File: config.mk
export PLATFORM = sky130hd
export DESIGN_NAME = temppid_mc
export DESIGN_NICKNAME = d
export VERILOG_FILES = /design/src/rtl/temppid_mc.sv
export SDC_FILE = /design/constraint.sdc
export NUM_CORES = 2
export LEC_CHECK = 0
export CORE_ASPECT_RATIO = 1.5
export CORE_MARGIN = 3
export CORE_UTILIZATION = 46
export DETAILED_ROUTE_END_ITERATION = 8
export GPL_ROUTABILITY_DRIVEN = 0
export PLACE_DENSITY = 0.67
export SETUP_SLACK_MARGIN = 0.1
export SYNTH_ARGS = -nofsm -noshare
export SYNTH_HDL_FRONTEND = slang
export SYNTH_SLANG_ARGS = --single-unit
File: constraint.sdc
create_clock -name clk -period 12 [get_ports clk]
set_input_delay 2.4 -clock clk [delete_from_list [all_inputs] [get_ports clk]]
set_output_delay 2.4 -clock clk [all_outputs]
set_load 0.02 [all_outputs]
File: src/rtl/temppid_mc.sv
// temppid_mc: time-multiplexed multi-channel PID for VDC temperature servos.
// Ports: clk, rst_n (async, active low); start strobes one servo tick.
// Per-channel inputs: on, is_neg, s_in, kp_sh/ki_sh/kd_sh and errmult, all latched at start.
// LL/UL are shared signed output limits. NH holds all duty words and is refreshed as one set.
// valid pulses with each NH refresh, busy marks a running sequence, and overrun is sticky.
module temppid_mc #(
  parameter int NCH = 4,
  parameter int IO_W = 18,
  parameter int FB = 16,
  parameter int MULT_W = 7,
  parameter int ACC_W = IO_W + FB + 3
) (
  input  logic                     clk,
  input  logic                     rst_n,
  input  logic                     start,
  input  logic [NCH-1:0]           on,
  input  logic [NCH-1:0]           is_neg,
  input  logic [NCH*IO_W-1:0]      s_in,
  input  logic [NCH*5-1:0]         kp_sh,
  input  logic [NCH*5-1:0]         ki_sh,
  input  logic [NCH*5-1:0]         kd_sh,
  input  logic [NCH*MULT_W-1:0]    errmult,
  input  logic signed [IO_W-1:0]   LL,
  input  logic signed [IO_W-1:0]   UL,
  output logic [NCH*IO_W-1:0]      NH,
  output logic                     valid,
  output logic                     busy,
  output logic                     overrun
);
  localparam int CW = NCH > 1 ? $clog2(NCH) : 1;
  localparam int PW = ACC_W + MULT_W;
  localparam logic signed [ACC_W-1:0] HALF = ACC_W'(1) <<< (FB - 1);
  typedef enum logic [2:0] {IDLE, TERM, SUM, MUL, DONE} state_t;
  state_t state, state_nx;
  logic [CW-1:0] c;
  logic [NCH*IO_W-1:0] s_r;
  logic [NCH-1:0] on_r, neg_r;
  logic [NCH*5-1:0] kp_r, ki_r, kd_r;
  logic [NCH*MULT_W-1:0] em_r;
  logic signed [ACC_W-1:0] i_acc [NCH];
  logic signed [ACC_W-1:0] e_prev [NCH];
  logic signed [IO_W-1:0] shadow [NCH];
  logic signed [ACC_W-1:0] p_r, i_r, d_r, sum_r;
  logic signed [IO_W-1:0] s_c, nh_c, out_c;
  logic signed [MULT_W-1:0] em_c;
  logic [4:0] kp_c, ki_c, kd_c;
  logic signed [ACC_W-1:0] e, p, d, i_add, i_new, sum, ll_w, ul_w;
  logic signed [PW-1:0] prod;
  logic inh;
  // Channel datapath; LL/UL are live, everything else comes from the latched set.
  always_comb begin
    s_c = s_r[c*IO_W +: IO_W];
    nh_c = NH[c*IO_W +: IO_W];
    em_c = em_r[c*MULT_W +: MULT_W];
    kp_c = kp_r[c*5 +: 5];
    ki_c = ki_r[c*5 +: 5];
    kd_c = kd_r[c*5 +: 5];
    e = neg_r[c] ? -ACC_W'(s_c) : ACC_W'(s_c);
    ll_w = ACC_W'(LL) <<< FB;
    ul_w = ACC_W'(UL) <<< FB;
    p = (e <<< FB) >>> kp_c;
    d = ((e - e_prev[c]) <<< FB) >>> kd_c;
    // Anti-windup: stop integrating further into a limit the output already sits on.
    inh = (nh_c == UL && e > 0) || (nh_c == LL && e < 0);
    i_add = inh ? i_acc[c] : i_acc[c] + ((e <<< FB) >>> ki_c);
    i_new = i_add > ul_w ? ul_w : i_add < ll_w ? ll_w : i_add;
    sum = p_r + i_r + d_r + HALF;
    prod = (PW'(sum_r >>> FB) * PW'(em_c)) >>> 4;
    out_c = prod > PW'(UL) ? UL : prod < PW'(LL) ? LL : prod[IO_W-1:0];
  end
  always_ff @(posedge clk or negedge rst_n)
    if (!rst_n) state <= IDLE;
    else state <= state_nx;
  always_comb begin
    state_nx = state;
    unique case (state)
      IDLE: state_nx = start ? TERM : IDLE;
      TERM: state_nx = SUM;
      SUM: state_nx = MUL;
      MUL: state_nx = c == CW'(NCH - 1) ? DONE : TERM;
      default: state_nx = IDLE;
    endcase
  end
  always_comb busy = state != IDLE;
  always_ff @(posedge clk or negedge rst_n) begin
    if (!rst_n) begin
      c <= '0;
      s_r <= '0;
      on_r <= '0;
      neg_r <= '0;
      kp_r <= '0;
      ki_r <= '0;
      kd_r <= '0;
      em_r <= '0;
      p_r <= '0;
      i_r <= '0;
      d_r <= '0;
      sum_r <= '0;
      NH <= '0;
      valid <= 1'b0;
      overrun <= 1'b0;
      for (int k = 0; k < NCH; k++) begin
        i_acc[k] <= '0;
        e_prev[k] <= '0;
        shadow[k] <= '0;
      end
    end else begin
      valid <= state == DONE;
      if (start && state != IDLE) overrun <= 1'b1;
      unique case (state)
        IDLE: if (start) begin
          s_r <= s_in;
          on_r <= on;
          neg_r <= is_neg;
          kp_r <= kp_sh;
          ki_r <= ki_sh;
          kd_r <= kd_sh;
          em_r <= errmult;
          c <= '0;
        end
        TERM: begin
          i_acc[c] <= on_r[c] ? i_new : '0;
          e_prev[c] <= on_r[c] ? e : '0;
          p_r <= p;
          i_r <= i_new;
          d_r <= d;
        end
        SUM: sum_r <= sum;
        MUL: begin
          shadow[c] <= on_r[c] ? out_c : '0;
          if (c != CW'(NCH - 1)) c <= c + 1'b1;
        end
        default: for (int k = 0; k < NCH; k++) NH[k*IO_W +: IO_W] <= shadow[k];
      endcase
    end
  end
endmodule

==> Word-level counts from Yosys, hierarchy flattened <==
Index checks and enable logic that the tools add are counted.
{ "word_totals": {"n_memories": 0, "ff_bits": 763, "latchBits": 0, "rom_bits": 0, "wordCells": 111, "ramBits": 0} }
{ "classes": {"shifts": 9, "n_addsub": 7, "bitwise": 1, "eq_ne": 10, "mux": 32, "n_div": 0, "n_reduce_logical": 11, "mul": 4, "n_lt_le_gt_ge": 9} }
{ "op_table": {"columns": ["cell", "n"], "rows": [
  ["37-bit two-way mux", 9],
  ["148-bit bitwise mux", 2],
  ["37-bit binary-select mux with 2-bit select", 2],
  ["72-bit by 8-bit variable part select with 18-bit output", 2],
  ["37-bit adder", 3],
  ["37-bit by 5-bit >>> shifter with 37-bit output", 3],
  ["37-bit demux with 2-bit select", 1],
  ["72-bit bitwise mux", 1],
  ["18-bit two-way mux", 4],
  ["20-bit by 6-bit variable part select with 5-bit output", 3],
  ["21-bit two-way mux", 2],
  ["37-bit by 17-bit adder with 37-bit output, second input constant", 1],
  ["37-bit by 1-bit > comparator with 1-bit output, second input constant", 1],
  ["37-bit by 34-bit > comparator with 1-bit output", 1],
  ["37-bit by 1-bit < comparator with 1-bit output, second input constant", 1],
  ["37-bit by 34-bit < comparator with 1-bit output", 1],
  ["18-bit negation with 37-bit output", 1],
  ["18-bit demux with 2-bit select", 1],
  ["18-bit == test", 2],
  ["21-bit by 7-bit multiplier with 28-bit output", 1],
  ["28-bit by 6-bit variable part select with 7-bit output", 1],
  ["24-bit by 18-bit > comparator with 1-bit output", 1],
  ["24-bit by 18-bit < comparator with 1-bit output", 1],
  ["21-bit subtractor", 1],
  ["other kinds (26)", 37]
]} }

==> Longest topological paths before layout <==
{ "logic_depth": {"ltp_word": 13, "ltp_mapped": 46, "ltp_nobuf": 40} }

==> Worst setup path after synthesis <==
Ideal clock, no wire load.
{ "synth_path": {"kind": "reg-to-reg", "startpoint": "register c[1]", "endpoint": "register shadow[21] (netlist bit)", "setup_slack_ps": 527, "stages_incl_launch_ff": 47, "synth_period_minus_slack_ps": 11473, "t_arrival_ps": 11338, "required_ps": 11865, "cell_sequence": "dfrtp_1 > buf_2 > buf_1 > buf_1 > clkbuf_1 > buf_2 > buf_1 > buf_1 > buf_2 > buf_1 > clkbuf_1 > mux4_2 > clkbuf_1 > and2_1 > fa_1 > inv_1 > fa_1 > inv_1 > [11 not listed] > o31a_1 > o21a_1 > or3_1 > and2_1 > ha_1 > a21o_1 > a21o_1 > a21oi_1 > nor2b_1 > o21ai_0 > nand2b_1 > a21oi_1 > nand2_1 > nand4b_1 > nand3_1 > clkbuf_1 > mux2i_1 > o31ai_1"} }
{ "synth_between": {"elab_chain_cells": 8, "word_cells_on_any_way": 17, "cone_classes": "mul: 2; order compare: 4; shift: 1; mux: 8; bitwise: 1; reduce/logical: 1"} }
{ "synth_rtl": {"columns": ["item", "line_no", "text"], "rows": [
  ["start, declared", "35", "logic [CW-1:0] c;"],
  ["start signal, assigned", "131", "if (c != CW'(NCH - 1)) c <= c + 1'b1;"],
  ["2-bit by 3-bit multiplier with 5-bit output", "54", "em_c = em_r[c*MULT_W +: MULT_W];"],
  ["28-bit by 6-bit variable part select with 7-bit output", "54", null],
  ["21-bit by 7-bit multiplier with 28-bit output", "68", "prod = (PW'(sum_r >>> FB) * PW'(em_c)) >>> 4;"],
  ["24-bit by 18-bit < comparator with 1-bit output", "69", "out_c = prod > PW'(UL) ? UL : prod < PW'(LL) ? LL : prod[IO_W-1:0];"],
  ["18-bit two-way mux (2 in a row)", "69", null],
  ["18-bit two-way mux", "130", "shadow[c] <= on_r[c] ? out_c : '0;"],
  ["72-bit bitwise mux *", "130", null],
  ["end signal, assigned by index", "130", null],
  ["end, declared", "42", "logic signed [IO_W-1:0] shadow [NCH];"]
]} }
Every way passes the cells marked *; elsewhere a longest branch is shown, timed or not. The select of a mux whose other input is x is not followed.
A chain may end at the register's enable or synchronous reset.

==> Final worst setup path <==
{ "layout_path": {"startpoint": "register c[0]", "endpoint": "register i_acc[50] (netlist bit)"} }
{ "layout_between": {"elab_chain_cells": 13, "word_cells_on_any_way": 36, "cone_classes": "add/sub: 2; mul: 2; order compare: 6; eq/ne: 2; shift: 4; mux: 15; bitwise: 1; reduce/logical: 4"} }
{ "layout_rtl": {"columns": ["item", "line_no", "text"], "rows": [
  ["branches (longest 12 deep; another with 18-bit negation with 37-bit output)", null, null],
  ["148-bit bitwise mux *", "122", "i_acc[c] <= on_r[c] ? i_new : '0;"],
  ["end signal, assigned by index", "122", null],
  ["end, declared", "40", "logic signed [ACC_W-1:0] i_acc [NCH];"]
]} }
Mark *: on every way between the ends. The select of a mux whose other input is x is not followed.

==> results.toml <==
[clock_network]
clk_pin_slew_ns = 0.06
clock_sinks = 683
postCtsHoldBufs = 0
cts_tree = "yes"
root_buffer = "clkbuf_16"
cts_made_buffers = 73
htreeDepth = 3
clock_path_buffers = 3
clk_latency_ns = 0.69

[sta]
tns_ns = 0
hold_viol = 0
max_freq_mhz = 87.9
relSlewSlack_pct = -3.22
timing.hold.ws_ns = 0.470
finalCriticalPeriod_ns = 11.38
rsz0062_at_grt = "no"
setup_viol = 0
slew_violations = 1
fin_crit_sh_pct = 94.8
fin_worst_skew_ns = 0.0395
tightest_slew_ns = 1.55

[die]
row_count = 143
die_w_microns = 267
die_area_sq_um = 106000
io_pins = 282
die_h_microns = 397
start_util_pct = 46.4
core_sq_um = 101000

[grt]
grt.total_usage_pct = 27.1
grt_pass1_wl_microns = 221000
gr-total-overflow = 0
antenna_found_initial = 3
grt_max_degree = 181
grt_pass1_vias = 37100

[route]
top_layer = "met5"
drc_errors = 0
routed-wl-met3_microns = 8100
routedWlPerCell_microns = 23.5
dr.pass1.iters = 7
route.met2.wl_microns = 70600
ant_nets = 0
drt_iter0_drc = 2644
routed_via_density = 5.99
drt_wl_total_microns = 144000
vias = 36700
met1_length_microns = 53800

[setup_path]
required_ns = 12.53
path_common_cell = "nand4_1"
start_kind = "flop"
crit_path_top_delay_cell = "xnor2_1"
critPathKind = "flop to flop"
cp-end-kind = "flop"
path_max_fanout = 42
max_stage_delay_ns = 0.63
worstPathArrival_ns = 11.91

[worst_hold_path]
hold_class = "flop to flop"

[yosys]
yosys.area.top_type_share_pct = 36.4
ys_async_sr_fraction_pct = 100
ys_ff_latch = 683
synthCells = 4606
synth_edf_count = 0
ys_seq_area_share_pct = 36.4
syn_avg_cell_area_sq_um = 10.2
yosysMostFrequentCell = "dfrtp_1"
syn-cell-area_sq_um = 47000
synth-main-ff-cell = "dfrtp_1"
ys_warn_count = 0
yosys-top-cells-area = "dfrtp_1 36%, mux2_2 7.8%, ha_1 7.2%"
yosys-top-cells-count = "683 x dfrtp_1, 608 x nand2_1, 327 x mux2_2"
ys_types = 85
yosysTopAreaCell = "dfrtp_1"
syn_nets = 5230

[run_status]
violations = "slew limit"
outcome = "finished, violations left"

[layout]
areaGrowthSynthToFinish_pct = 14.2
layout.nets = 5387
layout-drive-gt1-share_pct = 15.6

[flow_run]
cap_violations = 0

[placement]
io_buffers = 281
hpwlAfterDp_microns = 108000
[repair_timing]
action | 4_1_cts | 5_1_grt
buffers inserted | 0 | 6
resized for setup | 0 | 13
setup endpoints to repair | 0 | 236
[per-stage QoR]
step	std cells	area, sq um	setup slack (ns)	utilization [%]
after global placement	5987	51000	0.540	50.4
final	6123	53700	0.624	53.0
after floorplan	4606	47000	0.527	-
after global routing	6123	53700	0.109	53.0
after CTS	6116	53600	0.233	52.9
after detailed placement	5987	51000	0.327	50.4
[area by class of cell]
class	count	area, sq um
well taps	1305	1630
clock inverters	29	498
repair buffers	350	3430
inverters	246	923
clock buffers	100	2060
multi-input cells	3409	28000
flip-flops and latches	683	17100
diodes	1	2.50
fillers	9015	47600
[worst paths after layout]
path	slack [ns]	start	cells past startpoint	to
min reg2reg	0.47	i_acc[87]	2	i_acc[87]
max in group asynchronous	8.15	rst_n	3	shadow[42]
min	0.47	i_acc[87]	2	i_acc[87]
min in group asynchronous	1.64	rst_n	1	i_acc[94]
max	0.62	c[0]	38	i_acc[50]
max reg2reg	0.62	c[0]	38	i_acc[50]
[kinds of logic after synthesis]
group	Yosys count	synth area share, %
AO/OA/AOI/OAI	1069	15.2
adder cells (fa/ha/maj)	417	13.4
XOR/XNOR	147	2.74
buffers and inverters	514	4.32
flip-flops	683	36.4
AND/OR/NAND/NOR	1190	11.6
multiplexers	586	16.4
[worst max-delay path, delay by kind of cell, from the launching register on]
kind / cells / cell delay [ns]
multiplexers: 5 / 1.64
adder cells (fa/ha/maj): 3 / 0.87
buffers and inverters: 6 / 1.36
AO/OA/AOI/OAI: 14 / 3.67
flip-flops: 1 / 0.44
AND/OR/NAND/NOR: 9 / 2.59
XOR/XNOR: 1 / 0.63
[cell usage in the layout, fill, tap and decap left out, types with 51 or more instances in the layout]
cell / n
nor2_1: 183
buf_4: 60
o21ai_0: 304
nand2_1: 603
o31ai_1: 103
dfrtp_1: 680
ha_1: 271
xnor2_1: 109
mux2_2: 327
mux4_2: 113
and2_1: 105
clkdlybuf4s50_1: 280
o41ai_1: 51
mux2i_1: 143
inv_1: 245
fa_1: 146
a21o_1: 57
a21oi_1: 182
clkbuf_16: 73
nor3_1: 59
[sequential cells by signal, summed over array words and instances (netlist names), 21 cells and up]
signal,cells
sum_r,21
p_r,37
i_acc,148
em_r,28
s_r,72
i_r,37
e_prev,84
NH,72
shadow,72
d_r,37
[per-layer routing]
layer,vias to the layer above,GRT usage [%]
met5,-,0
met3,397,4.55
li1,16800,-
met2,1201,46.7
met1,18200,30.7
met4,2,18.5
Power is left out: the tool's default activity adds up to more than one toggle a clock period on the data nets, which glitch-free logic cannot reach.
